[src/rtl/pkt_demux.sv]
// Registered 1:2 packet demux: route picked by in_sel on a packet's first beat, held until in_last; 1-cycle latency.
// Backpressure: in_ready follows the target output register (free or draining this cycle), no bubbles between packets.
module pkt_demux #(
  parameter int WIDTH = 8,
  parameter int CNT_W = 8
) (
  input  logic             clk,
  input  logic             rst,
  input  logic [WIDTH-1:0] in_data,
  input  logic             in_valid,
  input  logic             in_last,
  input  logic             in_sel,
  output logic             in_ready,
  output logic [WIDTH-1:0] out0_data,
  output logic             out0_valid,
  output logic             out0_last,
  input  logic             out0_ready,
  output logic [WIDTH-1:0] out1_data,
  output logic             out1_valid,
  output logic             out1_last,
  input  logic             out1_ready,
  output logic             busy,
  output logic [CNT_W-1:0] pkt_count0,
  output logic [CNT_W-1:0] pkt_count1
);

  localparam logic [0:0] IDLE = 1'b0;
  localparam logic [0:0] BUSY = 1'b1;

  logic [0:0] state;
  logic       route;
  logic       target;
  logic       target_free;
  logic       xfer;
  logic       load0;
  logic       load1;

  // The first beat of a packet steers by in_sel directly, so back-to-back packets need no bubble.
  assign target      = (state == BUSY) ? route : in_sel;
  assign target_free = target ? (!out1_valid || out1_ready) : (!out0_valid || out0_ready);
  assign in_ready    = !rst && target_free;
  assign xfer        = in_valid && in_ready;
  assign load0       = xfer && !target;
  assign load1       = xfer && target;
  assign busy        = (state == BUSY);

  always_ff @(posedge clk) begin
    if (rst) begin
      state <= IDLE;
      route <= 1'b0;
    end else if (xfer) begin
      if (state == IDLE) begin
        route <= in_sel;
        state <= in_last ? IDLE : BUSY;
      end else if (in_last) begin
        state <= IDLE;
      end
    end
  end

  always_ff @(posedge clk) begin
    if (rst) begin
      out0_valid <= 1'b0;
      out0_data  <= '0;
      out0_last  <= 1'b0;
      pkt_count0 <= '0;
    end else begin
      if (load0) begin
        out0_valid <= 1'b1;
        out0_data  <= in_data;
        out0_last  <= in_last;
        if (in_last) pkt_count0 <= pkt_count0 + CNT_W'(1);
      end else if (out0_ready) begin
        out0_valid <= 1'b0;
      end
    end
  end

  always_ff @(posedge clk) begin
    if (rst) begin
      out1_valid <= 1'b0;
      out1_data  <= '0;
      out1_last  <= 1'b0;
      pkt_count1 <= '0;
    end else begin
      if (load1) begin
        out1_valid <= 1'b1;
        out1_data  <= in_data;
        out1_last  <= in_last;
        if (in_last) pkt_count1 <= pkt_count1 + CNT_W'(1);
      end else if (out1_ready) begin
        out1_valid <= 1'b0;
      end
    end
  end

endmodule
[config.mk]
export PLATFORM = sky130hd
export DESIGN_NAME = pkt_demux
export DESIGN_NICKNAME = d
export VERILOG_FILES = /design/src/rtl/pkt_demux.sv
export SDC_FILE = /design/constraint.sdc
export NUM_CORES = 1
export LEC_CHECK = 0
export ABC_CLOCK_PERIOD_IN_PS = 1850
export BUFFER_PORTS_ARGS = -buffer_cell sky130_fd_sc_hd__buf_2
export CAP_MARGIN = 20
export CORE_MARGIN = 2
export CORE_UTILIZATION = 44
export CTS_CLUSTER_DIAMETER = 120
export DETAILED_ROUTE_END_ITERATION = 8
export PLACE_DENSITY = 0.79
export SETUP_SLACK_MARGIN = 0.3
export SYNTH_ARGS = -nofsm -noshare
export SYNTH_HDL_FRONTEND = slang
export SYNTH_SLANG_ARGS = --single-unit
[constraint.sdc]
create_clock -name clk -period 1.85 [get_ports clk]
set_input_delay 0.185 -clock clk [delete_from_list [all_inputs] [get_ports clk]]
set_output_delay 0.185 -clock clk [all_outputs]
set_load 0.005 [all_outputs]
# Yosys cells after proc, flatten, opt, wreduce, memory -nomap -nowiden
# Index checks and enable logic that the tools add are counted.
# classes
n_mux,7
n_addsub,2
n_reduce_logical,14
# ops
op,n
8-bit by 1-bit adder with 8-bit output (second input constant),2
1-bit 2-to-1 mux,7
1-bit logical AND,4
1-bit logical NOT,4
2-bit AND reduction,2
2-bit nonzero test,2
1-bit logical OR,2
# totals
reg_bits,38
elab_cells,33
inputBits,15
out_inout_bits,38

# Logic depth before layout (Yosys ltp)
# depth
word_depth,7
ltp_mapped,5
ltp_nobuf,5

# Worst setup path after synthesis
# No wires, ideal clock.
# synth_timing
path_kind,reg-to-reg
start,reg state (netlist: busy)
end,reg pkt_count0[7]
setup_ns,0.070
n_path_buf,0
t_arrival_ns,1.902
stages_incl_launch_ff,5
path_slack_ns,-0.123
synth_period_minus_slack_ns,1.973
required_ns,1.780
cell_sequence,dfxtp_1 > mux2_4 > or4_4 > or4_1 > a21oi_1
# synth_via
elab_chain_cells,6
elab_cells_between_ends,7
cone_classes,mux: 2; reduce/logical: 5
# synth_rtl
item,line,rtl
"start, declared",30,logic [0:0] state;
"start signal, assigned",54,state <= in_last ? IDLE : BUSY;
1-bit 2-to-1 mux (*),-,
1-bit 2-to-1 mux,40,assign target_free = target ? (!out1_valid || out1_ready) : (!out0_valid || out0_ready);
1-bit logical AND,41,assign in_ready = !rst && target_free;
1-bit logical AND,42,assign xfer = in_valid && in_ready;
1-bit logical AND (*),43,assign load0 = xfer && !target;
2-bit AND reduction (no source line) (*),-,
"end signal, assigned",72,if (in_last) pkt_count0 <= pkt_count0 + CNT_W'(1);
"end, declared",23,"output logic [CNT_W-1:0] pkt_count0,"
# Mark *: on every way between the ends. The rest lies on a longest branch, timed or not.
# A chain may end at the register's enable or synchronous reset.

# Worst setup path after layout
# Ends and elaborated chain as after synthesis.

==> impl_results.md <==
- Status: finished, final reports clean
- Final antenna-violating net count: 0
- Worst Reg-to-Reg Cells: 4
- Largest cells by area after synthesis: dfxtp_1 (50%), a21oi_1 (10%), nand2_1 (9.8%)
- Residual DRC: 0
- Boundary Pins: 53
- R2r setup slk: 0.09 ns
- Critical path fanouts, max: 6
- H-tree depth: 2
- Combinational share of power: 8.7%
- Worst R2R Start: busy
- Yosys warnings: 0
- Die H: 63.05 µm
- Mapped Area: 0.001534 mm²
- Post-DP HPWL: 2519 µm
- RSZ-0062 raised after global routing: true
- Reg power frac: 49.1%
- Initial core utilization: a little under half
- Cell Rows: 21
- Timing startpoint of the critical path: busy
- Worst setup endpoint: pkt_count0[7]
- Final setup margin: 0.08853 ns
- Die boundary width: 63.05 µm
- Initial DRC Count: 89
- CP startpoint kind: flop
- Kind of end point of the critical path: flop
- Tightest Hold Check Type: primary input to flop
- P_int: 1360 µW
- Worst-Margin Slew: 0.6470 ns
- Fillers: 311
- Placeable Area: about 0.0033 mm²
- Commonest non-fill, non-tap cell in the layout: buf_2
- CTS Root Cell: clkbuf_4
- RR Endpoint: pkt_count0[7]
- CP arrival: 2.05 ns
- Number of synthesized register bits: 38
- Synth top area share: 49.59%
- Skew-Pair Late Insertion Delay: 0.35 ns
- Fraction of layout cells with a size suffix above 1: 36.29%
- Initial antenna violation count: 0
- Cell taking the most area after synthesis: dfxtp_1
- Peak VDD IR: 0.5338 mV
- CTS clk-pin slew, worst paths: between 0.1 and 0.15 ns
- Synth unique cells: 23
- Max Clk Rate: 0.5677 GHz
- Min Clock Period, post-route: roughly 1.8 ns
- Nets: approximately 260
- TritonCTS buffer count: 5
- Most frequent cells in the layout: buf_2 (54), nand2_1 (40), dfxtp_1 (33)
- Vias in the first global route: 1461
- TNS Setup: 0 ns
- Slew Limit Fails: 0
- Sequential area share after synthesis: approximately half
- Largest net degree at the start of global routing: 41
- Clk network pwr share: 42.2%
- Avg Inst Size Synth: 8.292 µm²
- Final worst path period share: 95.21%
- Setup Crit Path Kind: flop to flop
- CTS tree: built
- P&R area growth vs syn: 36.05%
- Total iterations of the first detailed-routing run: 4
- DR vias/cell: 5.228
- Hold path start: in_data[5]
- Wirelength per Cell: roughly 13 µm
- Max Cap Viol: 0
- Port Buffers: 52
- PD cells: ~830 mW/mm²
- Routability cong.: approximately 0.77
- Final Hold Viols: 0
- Cells after Synth: 185
- Final setup fails: 0
- Drt total wl: 3726 µm
- Max transition margin: 56.63%
- Vias: between 1.5k and 2k
- Psw: 372.7 µW
- Layout Skew: approximately 0.0095 ns
- Antenna diodes: 0
- Global-route wire length before repair: 6134 µm
- Net Count, Synth: 202
- Leak: 0.0008546 µW
- Setup WS pre-CTS: 0.01350 ns
- Switch share: 21.51%
- Full die area: 0.003975 mm²
- Gr ovfl total: 0
- CTS sink cnt: 38
- Clk buf depth: 2
- CP required: 2.14 ns
- Global-route usage over all layers: 19.47%
## synth_stat cells
| cell type | instances |
|---|---|
| nand4_1 | 6 |
| a211oi_1 | 1 |
| xnor2_1 | 4 |
| ha_1 | 2 |
| clkbuf_1 | 8 |
| mux2_4 | 1 |
| nand2_1 | 40 |
| o21ai_0 | 6 |
| mux2i_1 | 1 |
| or3_1 | 6 |
| nor4_1 | 4 |
| or4_1 | 2 |
| nand2b_1 | 3 |
| dfxtp_1 | 38 |
| nor2b_1 | 3 |
| nor2_1 | 8 |
| a21oi_1 | 31 |
| o31ai_1 | 2 |
| a21o_1 | 1 |
| nor3_1 | 3 |
| xor2_1 | 2 |
| or4_4 | 2 |
| nand3_1 | 11 |
## power by group through the flow
stage / Sequential [µW] / Clock, µW / Combinational [µW]
floorplan: 871 / 0 / 68.0
global placement: 868 / 0 / 130
detailed placement: 869 / 0 / 132
CTS: 851 / 751 / 142
global route: 854 / 776 / 168
finish: 851 / 732 / 151
## kinds of logic after synthesis
logic type / Yosys count / share of synthesized area [%]
compound gates: 41 / 14.03
buf+inv: 8 / 1.958
mux: 2 / 1.631
simple gates: 88 / 27.73
fa+ha+maj: 2 / 1.631
xor+xnor: 6 / 3.426
flops: 38 / 49.59
## worst min path at each step
stage	endpoint	slack, ns	cells past startpoint
2_1_floorplan	out0_data[0]	0.32	2
6_report	out1_data[5]	0.07	3
3_5_place_dp	out1_data[5]	0.44	3
5_1_grt	out0_data[4]	0.07	3
4_1_cts	out1_data[5]	0.05	3
3_3_place_gp	out1_data[1]	0.44	2
## repair_timing
item                                    4_1_cts  5_1_grt
gates cloned                                  0        2
hold buffers                                  0        0
pin swaps                                     0        1
buffers inserted                              3        1
hold endpoints to repair                      0        0
gates resized for setup                       5        9
endpoints found under the setup margin       17       32
## worst max-delay path, stage by stage (launching register included)
cell     delay, ns
dfxtp_4       0.39
mux2_4        0.31
or4_4         0.45
or4_4         0.43
a21oi_2       0.12
## flip-flops by register name, summed over array words and instances (netlist names)
name        count
pkt_count1      8
out0_last       1
busy            1
out1_valid      1
pkt_count0      8
route           1
out1_last       1
out1_data       8
out0_data       8
out0_valid      1
## layout make-up
class                      instances  area (µm²)  area share [%]
tap                               46       57.56           2.758
sequential                        38       769.5           36.87
timing repair buffer              63       345.3           16.55
clock buffer                       6       51.30           2.458
multi-input combinational        139       803.3           38.49
clock inverter                     2       60.06           2.878
## stage by stage
stage	utilization, %	hold slack (ns)	total power [µW]	cells	area (µm²)
2_1_floorplan	-	0.3210	938.7	185	1555
3_3_place_gp	56.32	0.4379	998.2	280	1879
3_5_place_dp	56.32	0.4430	1001	280	1879
4_1_cts	60.93	0.04993	1744	291	2033
5_1_grt	62.54	0.07386	1797	294	2087
6_report	62.54	0.06603	1733	294	2087
## routing by layer
metal  vias to the layer above  GRT usage, %  wire length (µm)
met5                         -             0                 0
met4                         0         9.167                70
met3                         8         5.766               216
met2                        51         33.11              1772
met1                       698         22.22              1666
li1                        780             -                 -
(Power assumes the default switching activity.)
